`src/rtl/bcd_interval_timer.sv`:
```
// bcd_interval_timer
//   Multi-digit BCD interval timer. It counts up from 0 to a loaded target,
//   or down from the target to 0. One count step happens every TICK_DIV
//   clocks. An internal prescaler produces a clock enable for this; no
//   derived clock is created.
//
// Ports
//   Clock, Reset       system clock, synchronous active-high reset
//   Load               capture Target_In, Mode_Down, Auto_Reload (level)
//   Start / Stop       start or resume / pause (Stop wins)
//   Mode_Down          0 = up to target, 1 = down from target to 0
//   Auto_Reload        restart after terminal count instead of stopping
//   Target_In          BCD target, digit 0 = LSD
//   Digit_Sel          digit shown on Digit_Out
//   Count_Out          current BCD count
//   Digit_Out          selected digit, 0 when Digit_Sel is out of range
//   Tick               one-cycle pulse per count step while running
//   Running            high in RUNNING
//   Time_Out           terminal-count flag (held in DONE, pulsed on reload)
//   Input_Error        last Load held a non-BCD digit (stored clamped to 9)
//
// state   | meaning
// IDLE    | after reset, no target loaded
// LOADED  | target captured, waiting for Start
// RUNNING | prescaler active, count steps on each tick
// PAUSED  | count and prescaler frozen, Start resumes
// DONE    | terminal count reached, Time_Out held until Load
module bcd_interval_timer #(
    parameter int NUM_DIGITS = 2,
    parameter int TICK_DIV   = 10_000_000,
    parameter int TICK_W     = 24,
    parameter int SEL_W      = 3
) (
    input  logic                    Clock,
    input  logic                    Reset,
    input  logic                    Load,
    input  logic                    Start,
    input  logic                    Stop,
    input  logic                    Mode_Down,
    input  logic                    Auto_Reload,
    input  logic [4*NUM_DIGITS-1:0] Target_In,
    input  logic [SEL_W-1:0]        Digit_Sel,
    output logic [4*NUM_DIGITS-1:0] Count_Out,
    output logic [3:0]              Digit_Out,
    output logic                    Tick,
    output logic                    Running,
    output logic                    Time_Out,
    output logic                    Input_Error
);

    localparam int CW = 4 * NUM_DIGITS;

    typedef enum logic [2:0] {
        S_IDLE, S_LOADED, S_RUNNING, S_PAUSED, S_DONE
    } state_t;

    state_t          state_q, state_d;
    logic [CW-1:0]   count_q, count_d;
    logic [CW-1:0]   target_q, target_d;
    logic [TICK_W-1:0] presc_q, presc_d;
    logic            tick_q, tick_d;
    logic            time_out_q, time_out_d;
    logic            input_error_q, input_error_d;
    logic            mode_down_q, mode_down_d;
    logic            auto_reload_q, auto_reload_d;

    logic [CW-1:0]   target_clamped;
    logic            target_bad;
    logic [CW-1:0]   terminal;
    logic [CW-1:0]   reload_val;
    logic [CW-1:0]   count_step;
    logic            presc_wrap;

    // Ripple BCD increment: a digit at 9 wraps to 0 and carries onward.
    function automatic logic [CW-1:0] bcd_inc(input logic [CW-1:0] v);
        logic [CW-1:0] r;
        logic          carry;
        r     = v;
        carry = 1'b1;
        for (int i = 0; i < NUM_DIGITS; i++) begin
            if (carry) begin
                if (v[4*i +: 4] >= 4'd9) begin
                    r[4*i +: 4] = 4'd0;
                end else begin
                    r[4*i +: 4] = v[4*i +: 4] + 4'd1;
                    carry       = 1'b0;
                end
            end
        end
        return r;
    endfunction

    // Ripple BCD decrement: a digit at 0 wraps to 9 and borrows onward.
    function automatic logic [CW-1:0] bcd_dec(input logic [CW-1:0] v);
        logic [CW-1:0] r;
        logic          borrow;
        r      = v;
        borrow = 1'b1;
        for (int i = 0; i < NUM_DIGITS; i++) begin
            if (borrow) begin
                if (v[4*i +: 4] == 4'd0) begin
                    r[4*i +: 4] = 4'd9;
                end else begin
                    r[4*i +: 4] = v[4*i +: 4] - 4'd1;
                    borrow      = 1'b0;
                end
            end
        end
        return r;
    endfunction

    always_comb begin
        target_clamped = Target_In;
        target_bad     = 1'b0;
        for (int i = 0; i < NUM_DIGITS; i++) begin
            if (Target_In[4*i +: 4] > 4'd9) begin
                target_clamped[4*i +: 4] = 4'd9;
                target_bad               = 1'b1;
            end
        end
    end

    assign terminal   = mode_down_q ? '0 : target_q;
    assign reload_val = mode_down_q ? target_q : '0;
    assign count_step = mode_down_q ? bcd_dec(count_q) : bcd_inc(count_q);
    assign presc_wrap = (presc_q == TICK_W'(TICK_DIV - 1));

    always_comb begin
        state_d       = state_q;
        count_d       = count_q;
        target_d      = target_q;
        presc_d       = presc_q;
        tick_d        = 1'b0;
        time_out_d    = time_out_q;
        input_error_d = input_error_q;
        mode_down_d   = mode_down_q;
        auto_reload_d = auto_reload_q;

        if (Load) begin
            state_d       = S_LOADED;
            target_d      = target_clamped;
            mode_down_d   = Mode_Down;
            auto_reload_d = Auto_Reload;
            presc_d       = '0;
            time_out_d    = 1'b0;
            input_error_d = target_bad;
            count_d       = Mode_Down ? target_clamped : '0;
        end else begin
            case (state_q)
                S_LOADED: begin
                    if (Start && !Stop) begin
                        // A zero target is already terminal in both modes.
                        if (target_q == '0) begin
                            state_d    = S_DONE;
                            time_out_d = 1'b1;
                        end else begin
                            state_d = S_RUNNING;
                        end
                    end
                end
                S_PAUSED: begin
                    if (Start && !Stop) state_d = S_RUNNING;
                end
                S_RUNNING: begin
                    // Time_Out is only a one-cycle pulse while running.
                    time_out_d = 1'b0;
                    if (Stop) begin
                        state_d = S_PAUSED;
                    end else if (presc_wrap) begin
                        presc_d = '0;
                        tick_d  = 1'b1;
                        if (auto_reload_q && (count_q == terminal)) begin
                            // Terminal value was shown for one full tick period.
                            count_d = reload_val;
                        end else begin
                            count_d = count_step;
                            if (count_step == terminal) begin
                                time_out_d = 1'b1;
                                if (!auto_reload_q) state_d = S_DONE;
                            end
                        end
                    end else begin
                        presc_d = presc_q + TICK_W'(1);
                    end
                end
                default: ;
            endcase
        end
    end

    always_ff @(posedge Clock) begin
        if (Reset) begin
            state_q       <= S_IDLE;
            count_q       <= '0;
            target_q      <= '0;
            presc_q       <= '0;
            tick_q        <= 1'b0;
            time_out_q    <= 1'b0;
            input_error_q <= 1'b0;
            mode_down_q   <= 1'b0;
            auto_reload_q <= 1'b0;
        end else begin
            state_q       <= state_d;
            count_q       <= count_d;
            target_q      <= target_d;
            presc_q       <= presc_d;
            tick_q        <= tick_d;
            time_out_q    <= time_out_d;
            input_error_q <= input_error_d;
            mode_down_q   <= mode_down_d;
            auto_reload_q <= auto_reload_d;
        end
    end

    always_comb begin
        Digit_Out = 4'h0;
        for (int i = 0; i < NUM_DIGITS; i++) begin
            if (Digit_Sel == SEL_W'(i)) Digit_Out = count_q[4*i +: 4];
        end
    end

    assign Count_Out   = count_q;
    assign Tick        = tick_q;
    assign Running     = (state_q == S_RUNNING);
    assign Time_Out    = time_out_q;
    assign Input_Error = input_error_q;

endmodule

```
`config.mk`:
```
export PLATFORM = sky130hd
export DESIGN_NAME = bcd_interval_timer
export DESIGN_NICKNAME = d
export VERILOG_FILES = /design/src/rtl/bcd_interval_timer.sv
export SDC_FILE = /design/constraint.sdc
export NUM_CORES = 1
export LEC_CHECK = 0
export ABC_AREA = 1
export ABC_CLOCK_PERIOD_IN_PS = 2300
export BUFFER_PORTS_ARGS = -buffer_cell sky130_fd_sc_hd__buf_2
export CORE_MARGIN = 2
export CORE_UTILIZATION = 45
export DETAILED_ROUTE_END_ITERATION = 8
export SETUP_SLACK_MARGIN = 0.02
export SLEW_MARGIN = 20
export SYNTH_ARGS = -nofsm -noshare
export SYNTH_HDL_FRONTEND = slang
export SYNTH_SLANG_ARGS = --single-unit
```
`constraint.sdc`:
```
create_clock -name Clock -period 2.3 [get_ports Clock]
set_input_delay 0.345 -clock Clock [delete_from_list [all_inputs] [get_ports Clock]]
set_output_delay 0.345 -clock Clock [all_outputs]
set_load 0.01 [all_outputs]
```
==> results.md <==
- Die Span Y: about 90 um
- Largest net degree at the start of global routing: 21
- Post-Route WL: between 8000 and 9000 um
- Post-place instance area: 3551 um2
- Worst slew margin: between 50% and 60%
- Ys flop type: dfxtp_1
- TritonCTS clock tree: done
- GRT overflow: 0
- Count leader, synth: nand2_1
- Setup TNS: 0 ps
- Max-Cap Viols: 0
- Crit-path max FO: 9
- Gr usage total: between 20% and 30%
- Area share of fa/ha/maj cells after synthesis: 3.101%
- Area Growth Syn to Fin: 13.33%
- Clock Pin Slew Worst Setup and Hold Paths: approximately 90 ps
- Max Freq: approximately 470 MHz
- Drt first pass iters: 4
- WP buf/inv: 1
- Worst-path cell chain: inv_2, ha_1, nand2_1, nand2_1, nand3_1, nand2_1, nand2_1, nand2_1, nand2_1, nand2_1, nor2_1, nand3_2, nand2_2, nand2_2, nand2_1, a21oi_2
- # H-tree levels: 2
- Max clock buf depth: 2
- Initial antenna violation count: 0
- Max VDD drop: between 300 and 400 uV
- Post-synth top area share: 29.77%
- RSZ-0062 raised after global routing: no
- CTS buffer count: 5
- Pleak: around 1.5 nW
- Most instantiated cells after synthesis: nand2_1 (90), inv_1 (50), dfxtp_1 (48)
- Drt via density: roughly 5.3
- Share of cells above drive strength 1: about a fifth
- #FFs+latches synth: 48
- CP Data Arrival Time: around 2300 ps
- Clk_skew: between 3 and 4 ps
- Max stage delay on crit path: between 400 and 500 ps
- Crit path launch type: register
- Cell area after layout: approximately 3700 um2
- Slew Limit Fails: 0
- Synth Area in XOR/XNOR: about 3.5%
- Area contributors post-synth: dfxtp_1 (30%), nand2_1 (10%), inv_1 (5.8%)
- Yosys top cell by area: dfxtp_1
- Initial core utilization: between 40% and 50%
- Sequential cell area: ~960 um2
- Ports: 34
- Worst Hold Class: in2reg
- Post-synthesis mux area share: 0%
- Clock latency on the worst-skew pair: 300 ps
- Synth Area in Compound Gates: around 18%
- DR WL/cell: 13.98 um
- Ant. Diodes: 0
- Ys Warns: 0
- Buffers on Ports: 33
- Synth Cell Area: ~3200 um2
- Hold Slack: between 200 and 300 ps
- Drt drc: 0
- Post-CTS Setup Bufs: 0
- Vias in the first global route: a little under 3k
- Simple-Gate Fraction of Synth Area: 36.12%
- Post-place setup slack: around 130 ps
- Die Width: approximately 89 um
- Critical Path Slowest Stage Cell: dfxtp_1
- Setup CP Type: reg2reg
- Most used cell, CP: nand2_1
- Async SR Flop Fraction: 0%
- Synth cell types: between 40 and 50
- Root buffer cell: clkbuf_8
- CTS sink cnt: between 40 and 50
- Row count: 30
- Mapped Cells: 470
- Gpl congestion: ~0.93
- CP Capture Type: register
- WP data required: 2470 ps
- Vias: about 3.2k
- Hold Fails Final Rpt: 0
- Post-synthesis sequential area ratio: about 30%
- Worst-Margin Slew: between 600 and 700 ps
- Post-DRT Antenna Nets: 0
- Status: complete, no violations
- Final #Nets: between 500 and 600
- # setup viols final: 0
- PD cells: between 500 and 600 nW/um2
- DRT iter0 DRCs: 210
- Average cell area after synthesis: ~7 um2
- Fill count: about 740
- Period utilisation layout: between 90% and 100%
- EDFF count, synth: 0
- Final period demand of the worst path: around 2100 ps
- First-pass GRT wire length: 14010 um
- Hpwl dp: 6701 um
- Delay-heaviest family, CP: simple AND/OR/NAND/NOR gates
- Setup ws final: 162.7 ps
- Main combinational cell family by area after synthesis: simple AND/OR/NAND/NOR gates
- Synthesized Nets: roughly 500
- Core Area: 6869 um2
- Die Area: between 7000 and 8000 um2
- Multi-input combinational cell area: around 2000 um2
-- logic make-up (layout without fill, tap and decap cells) --
logic type	count (synthesis)	in the layout
compound gates	99	99
flops	48	48
simple gates	230	230
fa+ha+maj	8	8
buf+inv	72	117
xor+xnor	13	13
-- worst reg2reg max path: stages (launching register included) --
cell,delay (ps)
dfxtp_1,460
inv_2,130
ha_1,250
nand2_1,100
nand2_1,90
nand3_1,90
nand2_1,50
nand2_1,80
nand2_1,90
nand2_1,70
nand2_1,50
nor2_1,200
nand3_2,100
nand2_2,70
nand2_2,60
nand2_1,70
a21oi_2,50
-- worst paths after layout --
path,start,endpoint,slack [ps],cells past startpoint
worst max-delay path,Count_Out[4]$_SDFFE_PP0P_,state_q[1]$_SDFFE_PP0P_,160,16
worst min-delay path,Reset,state_q[0]$_SDFFE_PP0P_,270,2
worst max register to register,Count_Out[4]$_SDFFE_PP0P_,state_q[1]$_SDFFE_PP0P_,160,16
worst min register to register,presc_q[22]$_SDFFE_PP0P_,presc_q[22]$_SDFFE_PP0P_,460,1
-- cell type report --
type                    instances  area share [%]
flip-flops and latches         48           26.30
clock inverters                 1          0.2052
clock buffers                   7           2.360
multi-input cells             350           53.93
inverters                      61           6.327
repair buffers                 48           7.592
well taps                      96           3.283
-- timing repair --
item | in CTS | in global routing
gates resized for setup | 0 | 3
hold buffers | 0 | 0
endpoints found under the setup margin | 0 | 2
-- layer usage --
| metal | vias to the layer above | wire length [um] | track usage (%) |
|---|---|---|---|
| met5 | - | 0 | 0 |
| met2 | 91 | 3454 | 32.29 |
| met3 | 5 | 481 | 2.892 |
| met1 | 1461 | 4555 | 36.43 |
| met4 | 0 | 51 | 4.545 |
| li1 | 1688 | - | - |
-- power by group --
part	switching (mW)	total, mW	internal, mW	leakage, nW
Combinational	0.273	0.428	0.155	1.09
Sequential	0.0279	0.883	0.856	0.391
Clock	0.297	0.543	0.245	0.0445
Total	0.598	1.85	1.26	1.52
-- sequential cells by signal, summed over array words and instances, names as in the netlist --
signal / cells
Time_Out: 1
auto_reload_q: 1
target_q: 8
mode_down_q: 1
Tick: 1
Input_Error: 1
presc_q: 24
Count_Out: 8
state_q: 3
-- placed cells by master (no fill, tap or decap), types with 7 or more instances in the layout --
cell / netlist / final
a31oi_1: 9 / 9
inv_2: 10 / 10
nand2_1: 90 / 90
buf_4: 0 / 15
dfxtp_1: 48 / 47
ha_1: 8 / 7
nand3_1: 36 / 36
a21oi_1: 26 / 26
o22ai_1: 11 / 11
nand2_2: 13 / 13
nor2_1: 35 / 35
buf_2: 3 / 33
nand4_1: 19 / 19
o21ai_0: 29 / 29
xor2_1: 11 / 11
inv_1: 50 / 50
-- stage by stage --
stage	cells	power [mW]	utilization, %
final	611	1.854	53.26
after global routing	611	1.950	53.26
after CTS	611	1.862	53.06
after detailed placement	603	1.318	51.69
after global placement	603	1.319	51.69
after floorplan	470	1.191	-
No activity file was read; power rests on OpenSTA's default activity.
